File: src/rtl/pipeline_pkg.sv
// Shared MIPS pipeline encodings used by the MEM stage: access sizes, control bit
// positions, FSM states and the alignment rule.
package pipeline_pkg;

    localparam logic [1:0] LS_BYTE = 2'b00;
    localparam logic [1:0] LS_HALF = 2'b01;
    localparam logic [1:0] LS_WORD = 2'b10;

    localparam int unsigned MEM_LOAD_BIT  = 1;
    localparam int unsigned MEM_STORE_BIT = 0;
    localparam int unsigned WB_WE_BIT     = 0;

    typedef enum logic [0:0] {
        StIdle,
        StWait
    } memState_e;

    // Size code 2'b11 behaves as a word access.
    function automatic logic isMisaligned(input logic [1:0] size, input logic [1:0] addrLo);
        logic bad;
        unique case (size)
            LS_BYTE: bad = 1'b0;
            LS_HALF: bad = addrLo[0];
            default: bad = |addrLo;
        endcase
        return bad;
    endfunction

endpackage

File: src/rtl/memory_stage_if.sv
// Data-memory request/acknowledge port between the MEM stage (master) and the
// data memory (slave).
interface memory_stage_if #(
    parameter int unsigned ADDR_W = 12
);

    logic              dmem_req;
    logic              dmem_we;
    logic [ADDR_W-1:0] dmem_addr;
    logic [3:0]        dmem_be;
    logic [31:0]       dmem_wdata;
    logic              dmem_ack;
    logic [31:0]       dmem_rdata;

    modport master (
        output dmem_req,
        output dmem_we,
        output dmem_addr,
        output dmem_be,
        output dmem_wdata,
        input  dmem_ack,
        input  dmem_rdata
    );

    modport slave (
        input  dmem_req,
        input  dmem_we,
        input  dmem_addr,
        input  dmem_be,
        input  dmem_wdata,
        output dmem_ack,
        output dmem_rdata
    );

endinterface

File: src/rtl/mem_lane_align.sv
// Byte-lane steering for the MEM stage: store byte enables and replicated write
// data, and load lane extraction with sign/zero extension.
module mem_lane_align
    import pipeline_pkg::*;
(
    input  logic [1:0]  stSize_i,
    input  logic [1:0]  stAddr_i,
    input  logic [31:0] stData_i,
    output logic [3:0]  stBe_o,
    output logic [31:0] stWdata_o,

    input  logic [1:0]  ldSize_i,
    input  logic [1:0]  ldAddr_i,
    input  logic        ldUnsigned_i,
    input  logic [31:0] ldRdata_i,
    output logic [31:0] ldData_o
);

    logic [7:0]  ldByte;
    logic [15:0] ldHalf;

    always_comb begin
        stBe_o    = 4'b1111;
        stWdata_o = stData_i;
        unique case (stSize_i)
            LS_BYTE: begin
                stBe_o    = 4'b0001 << stAddr_i;
                stWdata_o = {4{stData_i[7:0]}};
            end
            LS_HALF: begin
                stBe_o    = stAddr_i[1] ? 4'b1100 : 4'b0011;
                stWdata_o = {2{stData_i[15:0]}};
            end
            default: ;
        endcase
    end

    assign ldByte = ldRdata_i[{ldAddr_i, 3'b000} +: 8];
    assign ldHalf = ldAddr_i[1] ? ldRdata_i[31:16] : ldRdata_i[15:0];

    always_comb begin
        unique case (ldSize_i)
            LS_BYTE: ldData_o = {{24{~ldUnsigned_i & ldByte[7]}}, ldByte};
            LS_HALF: ldData_o = {{16{~ldUnsigned_i & ldHalf[15]}}, ldHalf};
            default: ldData_o = ldRdata_i;
        endcase
    end

endmodule

File: src/rtl/memory_stage.sv
// MIPS MEM stage: issues loads/stores over the dmem req/ack port, stalls the pipe while an
// access is outstanding, and registers the MEM/WB bundle. MEM_TIMEOUT_EN adds a wait abort.
module memory_stage
    import pipeline_pkg::*;
#(
    parameter int unsigned ADDR_W = 12
`ifdef MEM_TIMEOUT_EN
    ,
    parameter int unsigned TIMEOUT_CYCLES = 16
`endif
) (
    input  logic        clk,
    input  logic        rst,

    input  logic [4:0]  inWB,
    input  logic [1:0]  inMEM,
    input  logic [1:0]  in_ls_size,
    input  logic        in_ls_unsigned,
    input  logic        inJL,
    input  logic [31:0] inNextInstructionAddress,
    input  logic [31:0] inALUResult,
    input  logic [31:0] inRegB,
    input  logic [4:0]  inRegF_wreg,
    input  logic        stop_debug,

    memory_stage_if.master dmem,

    output logic        stall_pipe,
    output logic [4:0]  outWB,
    output logic        outJL,
    output logic [31:0] outNextInstructionAddress,
    output logic [31:0] outALUResult,
    output logic [31:0] outMemData,
    output logic [4:0]  outRegF_wreg,
    output logic        err_misalign
`ifdef MEM_TIMEOUT_EN
    ,
    output logic        err_timeout
`endif
);

    localparam logic [4:0] WbWeMask = 5'(1) << WB_WE_BIT;

    memState_e state;

    logic isLoad, isStore, memIllegal, memOp, misaligned, startAccess;

    logic [3:0]  stBe;
    logic [31:0] stWdata;
    logic [31:0] ldData;

    // Bundle captured when the access starts, retired when it completes.
    logic [4:0]  heldWB;
    logic        heldJL;
    logic [31:0] heldNia;
    logic [31:0] heldAlu;
    logic [4:0]  heldWreg;
    logic [1:0]  heldSize;
    logic        heldUnsigned;
    logic        heldLoad;

`ifdef MEM_TIMEOUT_EN
    localparam int unsigned CntW = $clog2(TIMEOUT_CYCLES + 1);
    logic [CntW-1:0] waitCnt;
    logic            timeoutHit;
    assign timeoutHit = (waitCnt == CntW'(TIMEOUT_CYCLES - 1));
`endif

    assign isLoad      = inMEM[MEM_LOAD_BIT];
    assign isStore     = inMEM[MEM_STORE_BIT];
    assign memIllegal  = isLoad & isStore;
    assign memOp       = isLoad ^ isStore;
    assign misaligned  = memOp & isMisaligned(in_ls_size, inALUResult[1:0]);
    assign startAccess = (state == StIdle) & memOp & ~misaligned;
    assign stall_pipe  = (state == StWait) | startAccess;

    mem_lane_align uAlign (
        .stSize_i    (in_ls_size),
        .stAddr_i    (inALUResult[1:0]),
        .stData_i    (inRegB),
        .stBe_o      (stBe),
        .stWdata_o   (stWdata),
        .ldSize_i    (heldSize),
        .ldAddr_i    (dmem.dmem_addr[1:0]),
        .ldUnsigned_i(heldUnsigned),
        .ldRdata_i   (dmem.dmem_rdata),
        .ldData_o    (ldData)
    );

    always_ff @(negedge clk) begin
        if (!rst) begin
            state                     <= StIdle;
            dmem.dmem_req             <= 1'b0;
            dmem.dmem_we              <= 1'b0;
            dmem.dmem_addr            <= '0;
            dmem.dmem_be              <= '0;
            dmem.dmem_wdata           <= '0;
            outWB                     <= '0;
            outJL                     <= 1'b0;
            outNextInstructionAddress <= '0;
            outALUResult              <= '0;
            outMemData                <= '0;
            outRegF_wreg              <= '0;
            err_misalign              <= 1'b0;
            heldWB                    <= '0;
            heldJL                    <= 1'b0;
            heldNia                   <= '0;
            heldAlu                   <= '0;
            heldWreg                  <= '0;
            heldSize                  <= '0;
            heldUnsigned              <= 1'b0;
            heldLoad                  <= 1'b0;
`ifdef MEM_TIMEOUT_EN
            waitCnt                   <= '0;
            err_timeout               <= 1'b0;
`endif
        end else if (!stop_debug) begin
            err_misalign <= 1'b0;
`ifdef MEM_TIMEOUT_EN
            err_timeout  <= 1'b0;
`endif
            unique case (state)
                StIdle: begin
                    if (startAccess) begin
                        state                     <= StWait;
                        dmem.dmem_req             <= 1'b1;
                        dmem.dmem_we              <= isStore;
                        dmem.dmem_addr            <= inALUResult[ADDR_W-1:0];
                        dmem.dmem_be              <= isStore ? stBe : 4'b1111;
                        dmem.dmem_wdata           <= isStore ? stWdata : '0;
                        heldWB                    <= inWB;
                        heldJL                    <= inJL;
                        heldNia                   <= inNextInstructionAddress;
                        heldAlu                   <= inALUResult;
                        heldWreg                  <= inRegF_wreg;
                        heldSize                  <= in_ls_size;
                        heldUnsigned              <= in_ls_unsigned;
                        heldLoad                  <= isLoad;
                        // Bubble into MEM/WB while the access is outstanding.
                        outWB                     <= '0;
                        outJL                     <= 1'b0;
                        outNextInstructionAddress <= '0;
                        outALUResult              <= '0;
                        outMemData                <= '0;
                        outRegF_wreg              <= '0;
`ifdef MEM_TIMEOUT_EN
                        waitCnt                   <= '0;
`endif
                    end else begin
                        outWB <= (memIllegal | misaligned) ? (inWB & ~WbWeMask) : inWB;
                        outJL                     <= inJL;
                        outNextInstructionAddress <= inNextInstructionAddress;
                        outALUResult              <= inALUResult;
                        outMemData                <= '0;
                        outRegF_wreg              <= inRegF_wreg;
                        err_misalign              <= memIllegal | misaligned;
                    end
                end
                StWait: begin
                    if (dmem.dmem_ack) begin
                        state                     <= StIdle;
                        dmem.dmem_req             <= 1'b0;
                        outWB                     <= heldWB;
                        outJL                     <= heldJL;
                        outNextInstructionAddress <= heldNia;
                        outALUResult              <= heldAlu;
                        outMemData                <= heldLoad ? ldData : '0;
                        outRegF_wreg              <= heldWreg;
                    end
`ifdef MEM_TIMEOUT_EN
                    else if (timeoutHit) begin
                        state                     <= StIdle;
                        dmem.dmem_req             <= 1'b0;
                        outWB                     <= heldWB & ~WbWeMask;
                        outJL                     <= heldJL;
                        outNextInstructionAddress <= heldNia;
                        outALUResult              <= heldAlu;
                        outMemData                <= '0;
                        outRegF_wreg              <= heldWreg;
                        err_timeout               <= 1'b1;
                    end else begin
                        waitCnt <= waitCnt + CntW'(1);
                    end
`endif
                end
            endcase
        end
    end

endmodule

File: src/flat_wrapper.sv
// flat-port wrapper written by rule: the top's interface ports become plain ports
module memory_stage_flat import pipeline_pkg::*;
#(
    parameter int unsigned ADDR_W = 12

)
  (clk, rst, inWB, inMEM, in_ls_size, in_ls_unsigned, inJL, inNextInstructionAddress, inALUResult, inRegB, inRegF_wreg, stop_debug, stall_pipe, outWB, outJL, outNextInstructionAddress, outALUResult, outMemData, outRegF_wreg, err_misalign, dmem_dmem_req, dmem_dmem_we, dmem_dmem_addr, dmem_dmem_be, dmem_dmem_wdata, dmem_dmem_ack, dmem_dmem_rdata);
  memory_stage_if #(.ADDR_W(ADDR_W)) dmem_i ();
  input  logic clk;
  input  logic rst;
  input  logic [4:0] inWB;
  input  logic [1:0] inMEM;
  input  logic [1:0] in_ls_size;
  input  logic in_ls_unsigned;
  input  logic inJL;
  input  logic [31:0] inNextInstructionAddress;
  input  logic [31:0] inALUResult;
  input  logic [31:0] inRegB;
  input  logic [4:0] inRegF_wreg;
  input  logic stop_debug;
  output logic stall_pipe;
  output logic [4:0] outWB;
  output logic outJL;
  output logic [31:0] outNextInstructionAddress;
  output logic [31:0] outALUResult;
  output logic [31:0] outMemData;
  output logic [4:0] outRegF_wreg;
  output logic err_misalign;
  output wire logic [$bits(dmem_i.dmem_req)-1:0] dmem_dmem_req;
  output wire logic [$bits(dmem_i.dmem_we)-1:0] dmem_dmem_we;
  output wire logic [$bits(dmem_i.dmem_addr)-1:0] dmem_dmem_addr;
  output wire logic [$bits(dmem_i.dmem_be)-1:0] dmem_dmem_be;
  output wire logic [$bits(dmem_i.dmem_wdata)-1:0] dmem_dmem_wdata;
  input wire logic [$bits(dmem_i.dmem_ack)-1:0] dmem_dmem_ack;
  input wire logic [$bits(dmem_i.dmem_rdata)-1:0] dmem_dmem_rdata;
  assign dmem_dmem_req = dmem_i.dmem_req;
  assign dmem_dmem_we = dmem_i.dmem_we;
  assign dmem_dmem_addr = dmem_i.dmem_addr;
  assign dmem_dmem_be = dmem_i.dmem_be;
  assign dmem_dmem_wdata = dmem_i.dmem_wdata;
  assign dmem_i.dmem_ack = dmem_dmem_ack;
  assign dmem_i.dmem_rdata = dmem_dmem_rdata;
  memory_stage #(.ADDR_W(ADDR_W)) u_core (.clk(clk), .rst(rst), .inWB(inWB), .inMEM(inMEM), .in_ls_size(in_ls_size), .in_ls_unsigned(in_ls_unsigned), .inJL(inJL), .inNextInstructionAddress(inNextInstructionAddress), .inALUResult(inALUResult), .inRegB(inRegB), .inRegF_wreg(inRegF_wreg), .stop_debug(stop_debug), .dmem(dmem_i), .stall_pipe(stall_pipe), .outWB(outWB), .outJL(outJL), .outNextInstructionAddress(outNextInstructionAddress), .outALUResult(outALUResult), .outMemData(outMemData), .outRegF_wreg(outRegF_wreg), .err_misalign(err_misalign));
endmodule
File: config.mk
export PLATFORM = sky130hd
export DESIGN_NAME = memory_stage_flat
export DESIGN_NICKNAME = d
export VERILOG_FILES = /design/src/rtl/pipeline_pkg.sv /design/src/rtl/memory_stage_if.sv /design/src/rtl/mem_lane_align.sv /design/src/rtl/memory_stage.sv /design/src/flat_wrapper.sv
export SDC_FILE = /design/constraint.sdc
export NUM_CORES = 1
export LEC_CHECK = 0
export ABC_AREA = 1
export BUFFER_PORTS_ARGS = -buffer_cell sky130_fd_sc_hd__buf_2
export CORE_ASPECT_RATIO = 1.75
export CORE_MARGIN = 4
export CORE_UTILIZATION = 45
export DETAILED_ROUTE_END_ITERATION = 12
export GPL_TIMING_DRIVEN = 0
export HOLD_SLACK_MARGIN = 0.08
export PLACE_DENSITY = 0.76
export SLEW_MARGIN = 20
export SYNTH_ARGS = -nofsm -noshare
export SYNTH_HDL_FRONTEND = slang
export SYNTH_SLANG_ARGS = --single-unit
File: constraint.sdc
create_clock -name clk -period 1.9 [get_ports clk]
set_input_delay 0.095 -clock clk [delete_from_list [all_inputs] [get_ports clk]]
set_output_delay 0.095 -clock clk [all_outputs]
set_load 0.005 [all_outputs]
Word level (Yosys, flattened, before mapping)
Cells that the tools add are included.
{"block": "op_classes", "addsub": 0, "mul": 0, "div": 0, "n_lt_le_gt_ge": 0, "n_eq_ne": 4, "n_shift": 2, "mux": 35, "bitwise": 13, "n_reduce_logical": 6}
{"op": "32-bit one-hot mux with 2 select lines", "count": 5}
{"op": "32-bit 2-to-1 mux", "count": 7}
{"op": "32-bit by 6-bit indexed part select with 8-bit output", "count": 1}
{"op": "5-bit 2-to-1 mux", "count": 4}
{"op": "5-bit one-hot mux with 2 select lines", "count": 2}
{"op": "16-bit 2-to-1 mux", "count": 1}
{"op": "1-bit 2-to-1 mux", "count": 9}
{"op": "4-bit 2-to-1 mux", "count": 2}
{"op": "1-bit one-hot mux with 2 select lines", "count": 4}
{"op": "4-bit one-hot mux with 2 select lines", "count": 1}
{"op": "1-bit AND", "count": 6}
{"op": "3-bit AND reduction", "count": 2}
{"op": "2-bit by 1-bit == test with 1-bit output (second input constant)", "count": 2}
{"op": "2-bit logical NOT", "count": 2}
{"op": "1-bit NOT", "count": 4}
{"op": "1-bit by 2-bit left shift with 4-bit output (first input constant)", "count": 1}
{"op": "2-bit by 1-bit != test with 1-bit output (second input constant)", "count": 1}
{"op": "2-bit != test (second input constant)", "count": 1}
{"op": "1-bit OR", "count": 2}
{"op": "2-bit AND reduction", "count": 1}
{"op": "2-bit OR reduction", "count": 1}
{"op": "1-bit XOR", "count": 1}
{"block": "totals", "ff_bits": 238, "latch_bits": 0, "mem_bits_rw": 0, "mem_bits_ro": 0, "out_inout_bits": 159, "wordCells": 81, "n_memories": 0}

Longest topological paths before layout
Gate-level depths: netlist (run 1).
{"block": "logic_depth", "depth_word": 7, "depth_mapped": 11}

Hierarchy
A second synthesis (run 1) with hierarchy kept.
{"block": "hier_totals", "hier_cells": 1463, "hier_area_um2": 10582.6}
{"mod": "memory_stage", "instances": 1, "cells_per_inst": 1211, "area_per_inst_um2": 9331.4, "seq_area_each_um2": 4524.3}
{"mod": "mem_lane_align", "instances": 1, "cells_per_inst": 252, "area_per_inst_um2": 1251.2, "seq_area_each_um2": 0.0}

==> results.json, run 1 <==
{
  "drt_iter0_markers": 776,
  "portBuffers": 305,
  "synthesis.area_um2": 9730,
  "antenna_found_initial": 4,
  "chipHeight_um": 202,
  "drc": 0,
  "outcome": "finished, violations left",
  "critical_path.startpoint": "u_core.state",
  "yosysUniqueCellTypes": 31,
  "p_leak_nw": 7.17,
  "max-slew-margin-rel_pct": 57.1,
  "drive_gt1_share_pct": 32.8,
  "vias": 11900,
  "slew_viol_final": 0,
  "ant_nets": 0,
  "fillers": 1793,
  "end_kind": "primary output",
  "setup_viol": 159,
  "rr_startpoint": "u_core.state",
  "syn_nets": 1492,
  "setup_slack_ns": -0.414,
  "hold_viol_final": 0,
  "arrival_ns": 2.22,
  "reg2reg_to": "u_core.outNextInstructionAddress[26]",
  "globalplace.congestion": 0.941,
  "grt_pass1_wl_um": 58300,
  "ys_seq_elements": 226,
  "core_um2": 21100,
  "holdCritPathClass": "flip-flop to flip-flop",
  "totalPowerFinal_mw": 13.8,
  "grt_pass1_vias": 12100,
  "wl_per_cell_um": 17.3,
  "post-route-util_pct": 68.5,
  "cts_tree": "done",
  "rows": 70,
  "h-tree-depth": 1,
  "cap_violations": 0,
  "worst-setup-path-type": "flip-flop to primary output",
  "tightest_slew_ns": 0.643,
  "yosysWarnings": 0,
  "cts.path.max_buffers": 3,
  "rsz0062_at_grt": "yes",
  "avgSynthCellArea_um2": 7.24,
  "synth.yosys.seq_area_share_pct": 46.5,
  "violations": "setup timing",
  "path_max_fanout": 3,
  "place.detailed.hpwl_um": 26500,
  "clk_pin_slew_worst_paths_ns": 0.03,
  "cts_root_buffer": "clkbuf_16",
  "area_growth_pct": 48.6,
  "grt_max_degree": 15,
  "fin_nets": 2075,
  "crit_end": "stall_pipe",
  "grt_overflow_total": 0,
  "placed_area_um2": 11700,
  "p_per_area_nw_per_um2": 956,
  "clock_latency_ns": 0.58,
  "cts_sinks": 226,
  "ir_worst_vdd_mv": 0.800,
  "hold_start": "u_core.dmem.dmem_wdata[17]",
  "finalSetupTns_ns": -23.54,
  "start_util_pct": 46.1,
  "numCtsBuffers": 23,
  "r2r_cells": 7,
  "start_kind": "flip-flop",
  "cts_hold_buf": 0,
  "die_w_um": 119,
  "syn_inst": 1343,
  "drtPass1Iterations": 6,
  "final_area_um2": 14500,
  "dpl_worst_slack_ns": -0.829,
  "wl_um": 38700,
  "ioPinCount": 307,
  "die_area_um2": 24100,
  "cp.required_ns": 1.80,
  "r2r_slack_ns": 0.10,
  "fin_skew_ns": 0.0220,
  "via_per_inst": 5.35,
  "grt_usage_pct": 29.5
}
==> layout by cell type, fill, tap and decap left out, types with 3 or more instances in the layout <==
cell type   instances
nand2_1           319
buf_2             239
inv_4               3
o21ai_4             3
clkbuf_1           45
dfxtp_2           157
o21ai_0           104
inv_2               5
a21oi_2             4
dfxtp_1            67
buf_4              48
a211oi_1            5
a31oi_1             6
o211ai_1           11
nand2_2             3
bufinv_16           4
buf_6              88
nor2_1             60
nand2_4             4
o21a_1              6
clkbuf_4            9
nand3_1            86
or2_2               3
or2_1               8
clkbuf_2           16
nor3_1              5
a21oi_1           308
clkbuf_16          27
inv_1             267
clkinvlp_2          8
buf_12              3
==> Yosys cell counts, drive strengths merged <==
cell / count / area (um^2)
nand2: 326 / 1240
o21bai: 1 / 7.51
o221ai: 2 / 17.5
nand3: 88 / 465
dfxtp: 226 / 4520
inv: 48 / 180
a31oi: 6 / 37.5
or2: 11 / 68.8
nor3: 5 / 25.0
o211ai: 11 / 82.6
clkinv: 1 / 3.75
a21oi: 312 / 1560
o22ai: 1 / 6.26
o21a: 6 / 45.0
a211oi: 5 / 37.5
clkbuf: 66 / 248
ha: 1 / 12.5
o21ai: 107 / 547
nor2: 61 / 236
buf: 57 / 367
nand4: 2 / 12.5
==> registers in the layout, indices dropped and copies added (netlist names), 2 cells and up <==
name and flops:
u_core.heldAlu 32, u_core.outMemData 32, u_core.outNextInstructionAddress 32, u_core.dmem.dmem_be 4, u_core.heldSize 2, u_core.heldWreg 5
u_core.outRegF_wreg 5, u_core.outWB 5, u_core.heldWB 5, u_core.outALUResult 32, u_core.dmem.dmem_wdata 32, u_core.heldNia 32
==> critical path, cell delays in order, from the launching register on <==
cell       delay (ns)
dfxtp_4          0.35
inv_6            0.05
clkbuf_16        0.12
nand2_2          0.04
buf_2            0.13
==> cell families after synthesis <==
family,after synthesis,share of synthesized area [%]
buffers and inverters,172,8.21
DFF,226,46.5
and+or+nand+nor,493,21.1
adders and majority gates,1,0.129
AOI/OAI and AO/OA,451,24.1
==> timing repair <==
| item | CTS | global route |
|---|---|---|
| cloned | 0 | 3 |
| pin swaps | 1 | 5 |
| endpoints found under the setup margin | 321 | 310 |
| resized for setup | 229 | 67 |
| setup buffers | 18 | 22 |
==> how the worst min path moves through the flow <==
stage	end	slack, ns	depth (start not counted)
after floorplan	u_core.heldAlu[31]	0.44	2
after global placement	u_core.dmem.dmem_req	0.44	2
after detailed placement	u_core.dmem.dmem_req	0.45	2
after CTS	u_core.dmem.dmem_wdata[18]	0.46	2
after global routing	u_core.dmem.dmem_wdata[17]	0.47	2
final	u_core.dmem.dmem_wdata[17]	0.45	2
==> routing by layer <==
metal | wire [um] | track usage, % | vias up | part of all wire (%)
met5 | 22 | 0 | - | 0.057
met2 | 20500 | 53.9 | 560 | 53
met4 | 1690 | 18.2 | 6 | 4.4
met1 | 13700 | 29.0 | 5603 | 36
li1 | - | - | 5655 | -
met3 | 2720 | 8.50 | 121 | 7.0
==> cell type report <==
| class | instances | area, um^2 | share of cell area (%) |
|---|---|---|---|
| diodes | 1 | 2.50 | 0.0173 |
| plain buffers | 108 | 663 | 4.59 |
| clock buffers | 23 | 576 | 3.98 |
| clock inverters | 244 | 1040 | 7.20 |
| inverters | 48 | 206 | 1.43 |
| multi-input cells | 945 | 4470 | 31.0 |
| flip-flops and latches | 226 | 4730 | 32.7 |
| well taps | 288 | 360 | 2.49 |
| repair buffers | 348 | 2400 | 16.6 |
==> per-stage QoR <==
stage / hold WS [ns] / std cells
after floorplan: 0.439 / 1343
after global placement: 0.436 / 1936
after detailed placement: 0.450 / 1936
after CTS: 0.456 / 2208
after global routing: 0.470 / 2231
final: 0.454 / 2231
==> report_power, final <==
part	total (mW)	internal (mW)	switching [mW]
clock	6.70	3.39	3.31
combinational	1.91	0.791	1.12
sequential	5.20	5.04	0.152
No activity file was read; power rests on OpenSTA's default activity.
==> run 2, diff against run 1 <==
--- a/config.mk
+++ b/config.mk
@@ -15,2 +15,3 @@
 export HOLD_SLACK_MARGIN = 0.08
+export MAX_ROUTING_LAYER = met4
 export PLACE_DENSITY = 0.76
--- a/constraint.sdc
+++ b/constraint.sdc
@@ -3,2 +3,2 @@
 set_output_delay 0.095 -clock clk [all_outputs]
-set_load 0.005 [all_outputs]
+set_load 0.02 [all_outputs]
==> run 2 against run 1 <==
Effect of this change: the run still ends with setup timing left; critical path type unchanged; setup slack worse by 0.032 ns; flip-flop and latch count unchanged; largest power group unchanged; routed wire length grew 5.2%; clock skew increased by 0.027 ns; highest routed layer is now met4; register-to-register slack worse by 0.14 ns; design area is 5.9% higher.
==> results.json, run 2 (synthesized netlist as in run 1, its figures left out) <==
{
  "ant_nets": 0,
  "via_per_inst": 5.43,
  "final_area_um2": 15300,
  "cts_sinks": 226,
  "cts.path.max_buffers": 3,
  "grt_usage_pct": 32.4,
  "setup_viol": 160,
  "p_leak_nw": 7.45,
  "grt_pass1_vias": 12700,
  "mostFrequentLayoutCells": "317 x nand2_1, 301 x a21oi_1, 266 x inv_1",
  "start_kind": "flip-flop",
  "h-tree-depth": 1,
  "multi_input_area_um2": 4510,
  "violations": "setup timing",
  "grt_max_degree": 19,
  "cp.required_ns": 1.80,
  "vias": 12300,
  "fin_skew_ns": 0.0494,
  "cts_hold_buf": 0,
  "end_kind": "primary output",
  "drt_iter0_markers": 911,
  "post-route-util_pct": 72.5,
  "worst-setup-path-type": "flip-flop to primary output",
  "start_util_pct": 46.1,
  "path_max_fanout": 2,
  "p_per_area_nw_per_um2": 944,
  "wl_per_cell_um": 18.0,
  "chipHeight_um": 202,
  "grt_pass1_wl_um": 61700,
  "rows": 70,
  "cap_violations": 0,
  "register_area_um2": 4730,
  "drc": 0,
  "clk_pin_slew_worst_paths_ns": 0.03,
  "final_common_cell": "nand2_1",
  "holdCritPathClass": "flip-flop to flip-flop",
  "numCtsBuffers": 23,
  "cts_tree": "done",
  "fillers": 1649,
  "ir_worst_vdd_mv": 0.758,
  "outcome": "finished, violations left",
  "max-slew-margin-rel_pct": 60.5,
  "drtPass1Iterations": 6,
  "slew_viol_final": 0,
  "holdWs_ns": 0.457,
  "setup_slack_ns": -0.447,
  "clock_latency_ns": 0.63,
  "area_growth_pct": 57.4,
  "placed_area_um2": 11700,
  "drive_gt1_share_pct": 34.5,
  "globalplace.congestion": 0.972,
  "placedCellCount": 1936,
  "fin_nets": 2103,
  "tightest_slew_ns": 0.593,
  "wl_um": 40700,
  "ioPinCount": 307,
  "core_um2": 21100,
  "portBuffers": 305,
  "grt_overflow_total": 0,
  "place.detailed.hpwl_um": 26600,
  "die_w_um": 119,
  "antenna_found_initial": 6,
  "final_cells": 2263,
  "rsz0062_at_grt": "yes",
  "r2r_slack_ns": -0.04,
  "hold_viol_final": 0,
  "cts_root_buffer": "clkbuf_16",
  "die_area_um2": 24100,
  "arrival_ns": 2.25
}
## run 2: cell types whose count changed in the layout (fill, tap and decap cells not counted), sizes merged
cell	change
buf	+33
bufinv	+1
clkbuf	-5
clkinvlp	-2
diode	+5
## run 2: final timing paths
check	end	start	cells past startpoint
min reg2reg	u_core.heldNia[20]	u_core.heldNia[20]	2
max	stall_pipe	u_core.state	4
max reg2reg	u_core.outNextInstructionAddress[11]	u_core.state	9
min	u_core.heldNia[20]	u_core.heldNia[20]	2
## run 2: routing by layer
metal | GRT usage (%) | up-vias | part of all wire, % | wire, um
met2 | 57.1 | 676 | 53 | 21400
li1 | - | 5733 | - | -
met3 | 8.31 | 202 | 6.9 | 2800
met1 | 30.3 | 5686 | 34 | 14000
met5 | - | - | 0 | 0
met4 | 22.7 | 0 | 6.2 | 2520
## run 2: critical path, cell delays in order, from the launching register on
cell and delay (ns):
dfxtp_4 0.38, inv_8 0.03, clkbuf_16 0.14, nand2_4 0.06
buf_6 0.12
## run 2: power by group
group	switching [mW]	leakage, nW	internal, mW
clock	3.42	1.59	3.53
sequential	0.169	1.91	5.04
combinational	1.35	3.95	0.930
## run 2: what timing repair did
action,in CTS,in global routing
pin swaps,2,7
setup buffers,26,40
endpoints found under the setup margin,298,310
gates cloned,0,4
gates resized for setup,497,88
## run 2: area by class of cell
class	count	area share, %
well taps	288	2.35
diodes	6	0.0981
clock inverters	243	6.96
flip-flops and latches	226	30.9
multi-input cells	945	29.5
repair buffers	375	20.5
inverters	48	1.43
clock buffers	23	3.76
plain buffers	109	4.56
## run 2: per-stage QoR
step	total power [mW]	setup TNS [ns]	worst slack [ns]
floorplan	7.07	-16.01	-0.133
global placement	7.79	-138.54	-0.793
detailed placement	7.81	-138.39	-0.783
CTS	14.3	-29.34	-0.514
global route	15.3	-32.89	-0.493
finish	14.5	-28.80	-0.447
